### src/rtl/bit_pkg.sv
// bit_pkg: constants shared by both ends of the ASCII bit-stream path.
//   ASCII_ZERO / ASCII_ONE : character codes that carry a bit value.
//   ST_COLLECT / ST_HOLD   : state encoding of the receive FSM.
//   state_e                : enum built on that encoding.
//   is_bit_char()          : true for the two legal bit characters.
package bit_pkg;

   localparam logic [7:0] ASCII_ZERO = 8'h30;
   localparam logic [7:0] ASCII_ONE  = 8'h31;

   localparam logic ST_COLLECT = 1'b0;
   localparam logic ST_HOLD    = 1'b1;

   typedef enum logic {
      S_COLLECT = ST_COLLECT,
      S_HOLD    = ST_HOLD
   } state_e;

   function automatic logic is_bit_char(input logic [7:0] c);
      return (c == ASCII_ZERO) || (c == ASCII_ONE);
   endfunction

endpackage

### src/rtl/bit_reverse.sv
// bit_reverse: purely combinational bit-order reversal.
//   in_bits  [WIDTH-1:0] : input vector
//   out_bits [WIDTH-1:0] : out_bits[i] = in_bits[WIDTH-1-i]
// Shared with the downstream reversal stage.
module bit_reverse #(
   parameter int WIDTH = 8
) (
   input  logic [WIDTH-1:0] in_bits,
   output logic [WIDTH-1:0] out_bits
);

   always_comb begin
      out_bits = '0;
      for (int i = 0; i < WIDTH; i++) begin
         out_bits[i] = in_bits[WIDTH-1-i];
      end
   end

endmodule

### src/rtl/bit_collect.sv
// bit_collect: receive end of the ASCII bit-stream path.
// Collects WIDTH '0'/'1' characters into a word (first bit in MSB) and
// offers the word plus its bit-reversal downstream over valid/ready.
// Illegal characters are consumed, dropped and flagged with err.
//   clk        : clock, rising edge
//   reset      : asynchronous, active-high
//   char_in    : ASCII character from the bit source
//   char_valid : char_in holds a character
//   char_ready : character accepted this cycle
//   word_out   : assembled word
//   word_rev   : bit-reverse of word_out
//   word_valid : word_out/word_rev hold a complete word
//   word_ready : downstream takes the word
//   bit_count  : bits accepted in the word being collected
//   err        : one-cycle pulse per discarded illegal character
//   word_total : completed handshakes since reset, wraps at 256
module bit_collect
   import bit_pkg::*;
#(
   parameter int WIDTH = 8,
   parameter int CNT_W = 4
) (
   input  logic             clk,
   input  logic             reset,
   input  logic [7:0]       char_in,
   input  logic             char_valid,
   output logic             char_ready,
   output logic [WIDTH-1:0] word_out,
   output logic [WIDTH-1:0] word_rev,
   output logic             word_valid,
   input  logic             word_ready,
   output logic [CNT_W-1:0] bit_count,
   output logic             err,
   output logic [7:0]       word_total
);

   localparam logic [CNT_W-1:0] LAST_CNT = CNT_W'(WIDTH - 1);

   state_e           state_q, state_d;
   logic [WIDTH-1:0] shift_q, shift_d;
   logic [WIDTH-1:0] word_q, word_d;
   logic [CNT_W-1:0] cnt_q, cnt_d;
   logic [7:0]       total_q, total_d;
   logic             err_q, err_d;

   always_comb begin
      state_d = state_q;
      shift_d = shift_q;
      word_d  = word_q;
      cnt_d   = cnt_q;
      total_d = total_q;
      err_d   = 1'b0;
      case (state_q)
         S_COLLECT: begin
            if (char_valid) begin
               if (is_bit_char(char_in)) begin
                  // New bit enters at the LSB so the first bit ends up in the MSB.
                  shift_d = {shift_q[WIDTH-2:0], (char_in == ASCII_ONE)};
                  if (cnt_q == LAST_CNT) begin
                     state_d = S_HOLD;
                     cnt_d   = '0;
                     word_d  = shift_d;
                  end else begin
                     cnt_d = cnt_q + 1'b1;
                  end
               end else begin
                  // Illegal character: consumed, no effect on the word being built.
                  err_d = 1'b1;
               end
            end
         end
         S_HOLD: begin
            if (word_ready) begin
               state_d = S_COLLECT;
               total_d = total_q + 8'd1;
            end
         end
         default: state_d = S_COLLECT;
      endcase
   end

   always_ff @(posedge clk or posedge reset) begin
      if (reset) begin
         state_q <= S_COLLECT;
         shift_q <= '0;
         word_q  <= '0;
         cnt_q   <= '0;
         total_q <= '0;
         err_q   <= 1'b0;
      end else begin
         state_q <= state_d;
         shift_q <= shift_d;
         word_q  <= word_d;
         cnt_q   <= cnt_d;
         total_q <= total_d;
         err_q   <= err_d;
      end
   end

   // Gated by reset so the source sees no acceptance while reset is held.
   assign char_ready = (state_q == S_COLLECT) && !reset;
   assign word_valid = (state_q == S_HOLD);
   assign word_out   = word_q;
   assign bit_count  = cnt_q;
   assign err        = err_q;
   assign word_total = total_q;

   bit_reverse #(.WIDTH(WIDTH)) u_rev (
      .in_bits  (word_q),
      .out_bits (word_rev)
   );

endmodule

### config.mk
export PLATFORM = sky130hd
export DESIGN_NAME = bit_collect
export DESIGN_NICKNAME = d
export VERILOG_FILES = /design/src/rtl/bit_pkg.sv /design/src/rtl/bit_reverse.sv /design/src/rtl/bit_collect.sv
export SDC_FILE = /design/constraint.sdc
export NUM_CORES = 1
export LEC_CHECK = 0
export CORE_MARGIN = 2
export CORE_UTILIZATION = 41
export DETAILED_ROUTE_END_ITERATION = 8
export GPL_ROUTABILITY_DRIVEN = 0
export MAX_ROUTING_LAYER = met4
export PLACE_DENSITY = 0.85
export SLEW_MARGIN = 10
export SYNTH_ARGS = -nofsm -noshare
export SYNTH_HDL_FRONTEND = slang
export SYNTH_SLANG_ARGS = --single-unit
### constraint.sdc
create_clock -name clk -period 1.5 [get_ports clk]
set_input_delay 0.3 -clock clk [delete_from_list [all_inputs] [get_ports clk]]
set_output_delay 0.3 -clock clk [all_outputs]
set_load 0.02 [all_outputs]
==> Implementation_results.wiki, run 1 <==
{| class="wikitable"
! Metric !! Value
|-
| Count of final max-slew check failures || 0
|-
| Min Hold Slack || 286.3 ps
|-
| Final setup viols || 0
|-
| Clock slew at reported path FFs || 100 ps
|-
| Post-DP Area || 1814 µm²
|-
| Post-DP HPWL || 1.967 mm
|-
| Cell type with the highest aggregate area in the netlist || dfrtp_1
|-
| H-tree depth || 2
|-
| Sinks on Clock Net || 29
|-
| Antenna violations before repair || 0
|-
| Critical Setup Path Class || in -> reg
|-
| Final-stage net count || 165
|-
| Iter 0 DRT Violations || 22
|-
| Pin count of the biggest net entering global routing || 22
|-
| Synthesis-to-layout area growth || 42.94%
|-
| Required time of the critical path || 1720 ps
|-
| Reg2Reg Depth || 4
|-
| Total global routing overflow || 0
|-
| Leakage Power || 1.033 nW
|-
| Vias || 899
|-
| Pre-Repair DR Iteration Count || 2
|-
| Met3 WL post-DR || 158 µm
|-
| CTS Buf Count || 5
|-
| Number of buffers inserted by port buffering || 42
|-
| Synthesized net count || 110
|-
| Most frequent cells after synthesis || dfrtp_1 (29), mux2_2 (11), buf_4 (8), mux2_4 (8)
|-
| Arrival time at the worst endpoint || 1710 ps
|-
| Clock tree from TritonCTS || done
|-
| Filler cell count || 243
|-
| EDFF count, synth || 0
|-
| Number of top-level pins || 43
|-
| Min-Delay Path Class || in -> async
|-
| Netlist area before placement || 1329 µm²
|-
| Share of synthesized flip-flops with an asynchronous set or reset || 100.0%
|-
| RSZ-0062 raised after global routing || true
|-
| Outcome || finished clean
|-
| Synth unique cells || 26
|-
| Total wire length after detailed routing || 2.546 mm
|-
| Top cells by area in the synthesized netlist || dfrtp_1 (55%), mux2_2 (9.3%), mux2_4 (9.0%), buf_4 (4.5%), xor2_1 (3.3%)
|-
| Number of cells produced by synthesis || 96
|-
| Fraction of layout cells with a size suffix above 1 || 34.87%
|-
| Final total negative setup slack || 0 ps
|-
| Dpl cells || 183
|-
| Fmax || 672.9 MHz
|-
| First-pass GRT wire length || 3.933 mm
|-
| Number of antenna cells inserted || 0
|-
| DR DRC count || 0
|-
| Minimum clock period after layout || 1486 ps
|-
| Proportion of synthesized chip area in sequential cells || 54.61%
|-
| Area of the die || 3712 µm²
|-
| Gr usage total || 15.89%
|-
| Ratio of routed vias to standard cells || 4.587
|-
| Routed len/inst || 12.99 µm
|-
| Placeable core region || 3078 µm²
|-
| Layout Cell Area excl Fill || 1899 µm²
|-
| Worst-case clock buffer depth || 2
|-
| Main synth FF type || dfrtp_1
|-
| Starting Density || 43.17%
|-
| Fraction of post-synthesis cell area in the top cell type by area || 54.61%
|-
| Top metal layer carrying routed signals || met4
|-
| Kind of end point of the critical path || flop
|-
| Number of warnings reported in the yosys synthesis log || 0
|-
| Worst voltage drop across the vdd grid || 721.5 µV
|-
| Clock root buffer || clkbuf_4
|-
| Width of the die || 60.93 µm
|-
| Dominant cell by count in the synthesized netlist || dfrtp_1
|-
| Post-placement worst setup slack || -332.2 ps
|-
| R2R setup slack || 20 ps
|-
| Maximum net fanout on the critical path || 8
|-
| Via count of the first global-routing pass || 878
|-
| Number of nets with antenna violations after routing || 0
|-
| Hold Violations, Final || 0
|-
| Latest clock arrival within the worst-skew pair || 340 ps
|-
| FP Rows || 20
|-
| Setup WS post-layout || 13.95 ps
|-
| Final non-filler cell total || 196
|-
| Period utilisation layout || 99.07%
|-
| Register bit total from synthesis || 29
|-
| Power density over cell area || 845.9 nW/µm²
|-
| Final setup skew || 13.42 ps
|-
| Met2 WL post-DR || 1.327 mm
|-
| Count of maximum capacitance violations || 0
|-
| Worst slew margin || 79.14%
|-
| CP startpoint kind || primary input
|-
| Least-Margin Pin Slew || 310.0 ps
|-
| Height of the die || 60.93 µm
|-
| Average footprint of a synthesized cell || 13.84 µm²
|-
| Met1 Wirelength || 1.016 mm
|}
logic make-up after synthesis:
logic type / Yosys count / synth area share [%]
buf+inv: 11 / 6.592
compound gates: 3 / 1.413
xor+xnor: 8 / 5.273
flops: 29 / 54.61
fa+ha+maj: 2 / 1.883
mux: 19 / 18.36
simple gates: 24 / 11.87
cell usage in the layout, fill, tap and decap left out, types with 2 or more instances in the layout:
master,count
dlygate4sd2_1,29
dfrtp_1,26
buf_4,15
mux2_2,11
clkdlybuf4s50_1,11
mux2_4,8
nand2_1,5
xor2_1,5
clkbuf_4,5
nor2_1,4
xnor2_1,3
dfrtp_2,3
nand3_1,2
nand4_1,2
nor3_1,2
inv_1,2
power by group:
part	internal, mW	leakage (nW)	switching (mW)	total, mW
sequential	0.796	0.395	0.0135	0.809
clock	0.398	0.0455	0.271	0.669
combinational	0.0691	0.592	0.0596	0.129
what timing repair did:
action | CTS | global route
hold buffers | 0 | 0
setup buffers | 2 | 3
pin swaps | 0 | 1
gates resized for setup | 34 | 3
setup endpoints to repair | 39 | 10
critical path: stages:
cell             delay [ps]
clkdlybuf4s50_1         410
and4bb_2                340
and4_4                  350
mux2_4                  320
area by class of cell:
cell class | instances | area [µm²] | share of cell area (%)
multi-input cells | 56 | 529.3 | 27.87
inverters | 2 | 7.507 | 0.3953
flip-flops and latches | 29 | 729.5 | 38.41
well taps | 44 | 55.05 | 2.899
clock inverters | 1 | 30.03 | 1.581
repair buffers | 57 | 493.0 | 25.96
clock buffers | 7 | 55.05 | 2.899
path summary, 6_finish.rpt:
kind                               start             to
max                           char_in[7]    word_out[3]
min                                reset    word_out[4]
max reg2reg                 bit_count[1]    word_out[3]
min reg2reg                word_total[7]  word_total[7]
max in group asynchronous          reset   bit_count[1]
min in group clk           word_total[7]  word_total[7]
flip-flops by register name, indices dropped and copies added (netlist names):
name and flops:
word_out 8, word_total 8, shift_q 7, bit_count 4, err 1, word_valid 1
through the flow:
stage	power [mW]	util (%)
3_3_place_gp	0.9573	58.94
5_1_grt	1.669	61.71
6_report	1.607	61.71
4_1_cts	1.627	61.06
3_5_place_dp	0.9643	58.94
2_1_floorplan	0.8776	-
routing by layer:
layer	global-route usage (%)	up-vias
met1	16.46	425
met5	-	-
met2	26.73	28
li1	-	439
met4	6.522	0
met3	6.397	7
(Power assumes the default switching activity.)
==> run 2: changes to the inputs <==
ABC_AREA = 1   (was not set)
PLACE_DENSITY = 0.84   (was 0.85)
==> Implementation_results.wiki, run 2 <==
{| class="wikitable"
! Metric !! Value
|-
| Clock tree from TritonCTS || done
|-
| Top cells by area in the synthesized netlist || dfrtp_1 (52%), nand2_1 (14%), nand3_1 (5.4%), buf_4 (4.8%), inv_1 (3.7%)
|-
| Maximum net fanout on the critical path || 5 (-3)
|-
| Min-Delay Path Class || in -> async
|-
| Total power draw || 1.439 mW (-10%)
|-
| Synthesis-to-layout area growth || 37.38%
|-
| Placeable core region || 3311 µm² (+7.6%)
|-
| Final setup skew || 3.931 ps (-9.494 ps)
|-
| Critical Path Max Stage Delay || 440 ps (+30 ps)
|-
| EDFF count, synth || 0 (unchanged)
|-
| Latest clock arrival within the worst-skew pair || 320 ps (-20 ps)
|-
| Period utilisation layout || 94.61% (-4.5 points)
|-
| Average footprint of a synthesized cell || 8.605 µm² (-38%)
|-
| Adder-cell area share of the yosys netlist || 1.784% (-0.099 points)
|-
| Worst slew margin || 75.35% (-3.8 points)
|-
| Hold Violations, Final || 0 (unchanged)
|-
| H-tree depth || 2 (unchanged)
|-
| XOR/XNOR share of the synthesized area || 3.747% (-1.5 points)
|-
| Final total negative setup slack || 0 ps (unchanged)
|-
| Number of warnings reported in the yosys synthesis log || 0 (unchanged)
|-
| Bufs and invs on worst path || 1 (unchanged)
|-
| Final setup viols || 0 (unchanged)
|-
| Number of antenna cells inserted || 0 (unchanged)
|-
| Netlist area before placement || 1403 µm² (+5.6%)
|-
| Height of the die || 62.49 µm (+2.6%)
|-
| Area of the die || 3905 µm² (+5.2%)
|-
| Final non-filler cell total || 259 (+32%)
|-
| Layout Cell Area excl Fill || 1927 µm² (+1.4%)
|-
| Clock slew at reported path FFs || 100 ps (about the same)
|-
| Required time of the critical path || 1200 ps (-520 ps)
|-
| Outcome || finished clean
|-
| Largest family of logic cells by synthesized area || simple AND/OR/NAND/NOR gates
|-
| Count of maximum capacitance violations || 0 (unchanged)
|-
| Post-DP Area || 1904 µm² (+5.0%)
|-
| Proportion of synthesized chip area in sequential cells || 51.74% (-2.9 points)
|-
| Worst-case clock buffer depth || 2 (unchanged)
|-
| Critical Setup Path Class || reg -> out
|-
| RSZ-0062 raised after global routing || false
|-
| Number of top-level pins || 43 (unchanged)
|-
| Via count of the first global-routing pass || 1161 (+32%)
|-
| Minimum clock period after layout || 1419 ps (-66.83 ps)
|-
| Fraction of layout cells with a size suffix above 1 || 15.02% (-20 points)
|-
| Main synth FF type || dfrtp_1
|-
| Antenna violations before repair || 0 (unchanged)
|-
| Post-DP HPWL || 2.153 mm (+9.5%)
|-
| Most frequent cells after synthesis || nand2_1 (52), dfrtp_1 (29), nand3_1 (15), inv_1 (14), nor2_1 (11)
|-
| Critical path, cell by cell || dlygate4sd2_1
|-
| Synthesized net count || 177 (+61%)
|-
| Iter 0 DRT Violations || 76 (+250%)
|-
| Sinks on Clock Net || 29 (unchanged)
|-
| Kind of end point of the critical path || primary output
|-
| Leakage Power || 1.084 nW (+4.9%)
|-
| Worst voltage drop across the vdd grid || 506.4 µV (-30%)
|-
| Pre-Repair DR Iteration Count || 6 (+4)
|-
| Cts-stage hold buffer count || 0 (unchanged)
|-
| First-pass GRT wire length || 5.043 mm (+28%)
|-
| Total global routing overflow || 0 (unchanged)
|-
| DR DRC count || 0 (unchanged)
|-
| Total wire length after detailed routing || 2.915 mm (+14%)
|-
| Ratio of routed vias to standard cells || 4.714 (+2.8%)
|-
| Cell type with the highest aggregate area in the netlist || dfrtp_1
|-
| Number of nets with antenna violations after routing || 0 (unchanged)
|-
| Final cell utilization of the core || 58.20% (-3.5 points)
|-
| Register bit total from synthesis || 29 (unchanged)
|-
| Dominant cell by count in the synthesized netlist || nand2_1
|-
| Final-stage net count || 226 (+37%)
|-
| Slowest cell on crit path || dfrtp_1
|-
| Number of buffers inserted by port buffering || 42 (unchanged)
|-
| Routed len/inst || 11.25 µm (-13%)
|-
| Proportion of synthesized area in mux cells || 0.8029% (-18 points)
|-
| Pin count of the biggest net entering global routing || 30 (+36%)
|-
| Synth Area in Simple Gates || 29.53% (+18 points)
|-
| Leading cell types in the layout, fill and taps excluded || nand2_1 (52), dlygate4sd2_1 (30), dfrtp_1 (28), nand3_1 (15), inv_1 (14)
|-
| Share of the synthesized area in compound gates (AO/OA/AOI/OAI) || 2.141% (+0.73 points)
|-
| Vias || 1221 (+36%)
|-
| Number of cells produced by synthesis || 163 (+70%)
|-
| Power density over cell area || 746.9 nW/µm² (-12%)
|-
| Clock root buffer || clkbuf_4
|-
| Filler cell count || 318 (+31%)
|-
| Width of the die || 62.49 µm (+2.6%)
|-
| CTS Buf Count || 5 (unchanged)
|-
| Most common library cell in the layout ignoring fill and taps || nand2_1
|-
| Arrival time at the worst endpoint || 1120 ps (-590 ps)
|-
| Fraction of post-synthesis cell area in the top cell type by area || 51.74% (-2.9 points)
|-
| CP startpoint kind || flop
|-
| FP Rows || 21 (+5.0%)
|-
| Synth unique cells || 20 (-23%)
|-
| Share of synthesized flip-flops with an asynchronous set or reset || 100.0% (unchanged)
|-
| Dpl cells || 251 (+37%)
|-
| Fmax || 704.6 MHz (+4.7%)
|-
| Count of final max-slew check failures || 0 (unchanged)
|-
| Least-Margin Pin Slew || 368.9 ps (+58.86 ps)
|-
| Cell class contributing the biggest share of worst-path delay || flip-flops
|-
| Starting Density || 42.37% (-0.80 points)
|-
| Gr usage total || 16.53% (+0.64 points)
|}
-- run 2: changes by cell type after synthesis, moves of 2 or more --
cell / before / now
nand4_1: 2 / 5
o21ai_0: 0 / 6
mux2_4: 8 / 0
nand3_1: 2 / 15
xor2_1: 5 / 3
nor2_1: 4 / 11
nor2_4: 0 / 2
inv_2: 0 / 2
nand2_1: 5 / 52
nand2_2: 0 / 4
inv_1: 2 / 14
mux2_2: 11 / 1
-- run 2: final timing paths --
| path | start | slack (ps) | end | depth (start not counted) |
|---|---|---|---|---|
| worst min register to register | word_total[6] | 490 | word_total[6] | 1 |
| worst max register to register | bit_count[1] | 110 | word_out[7] | 6 |
| max in group asynchronous | reset | 990 | bit_count[0] | 3 |
| worst max-delay path | word_total[4] | 80 | word_total[4] | 1 |
| min in group clk | word_total[6] | 490 | word_total[6] | 1 |
| worst min-delay path | reset | 330 | word_total[0] | 3 |
-- run 2: stage by stage --
step	setup WS (ps)	hold WS, ps
2_1_floorplan	123.3	378.1
3_3_place_gp	-200.8	460.4
6_report	80.78	334.9
4_1_cts	12.50	338.0
3_5_place_dp	-239.1	477.8
5_1_grt	1.726	343.9
-- run 2: area by class of cell --
cell class	instances	area (µm²)	share of cell area, %
flip-flops and latches	29	726.9	37.73
clock buffers	5	37.54	1.948
multi-input cells	107	541.8	28.12
inverters	16	60.06	3.117
repair buffers	53	485.5	25.19
well taps	46	57.56	2.987
clock inverters	3	17.52	0.9091
-- run 2: power breakdown --
part,switching (mW),internal (mW)
sequential,0.0257,0.810
combinational,0.0772,0.0697
clock,0.280,0.176
-- run 2: layer usage --
metal | part of all wire (%) | GRT usage, % | vias up
li1 | - | - | 600
met1 | 43 | 19.27 | 567
met2 | 49 | 27.82 | 48
met3 | 6.5 | 5.045 | 6
met4 | 0.96 | 4.444 | 0
met5 | 0 | - | -
-- run 2: cell families (layout without fill, tap and decap cells) --
kind of cell	after synthesis	count (layout)
AOI/OAI and AO/OA	6	6
xor gates and xnor gates	6	6
adders and majority gates	2	2
buffers and inverters	27	77
DFF	29	29
muxes	1	1
and+or+nand+nor	92	92
-- run 2: what timing repair did --
action | CTS | global route
buffers inserted | 0 | 0
gates cloned | 0 | 0
setup endpoints to repair | 32 | 10
resized for setup | 32 | 3
-- run 2: worst min-delay path: cells and delay by family --
family / cells / cell delay [ps]
buffers and inverters: 3 / 720
==> run 3: changes to the inputs <==
ABC_AREA = not set   (was 1)
PLACE_DENSITY = 0.85   (was 0.84)
==> results of run 3 <==
Same layout as run 1: the final DEF is identical, and so are final timing and power.
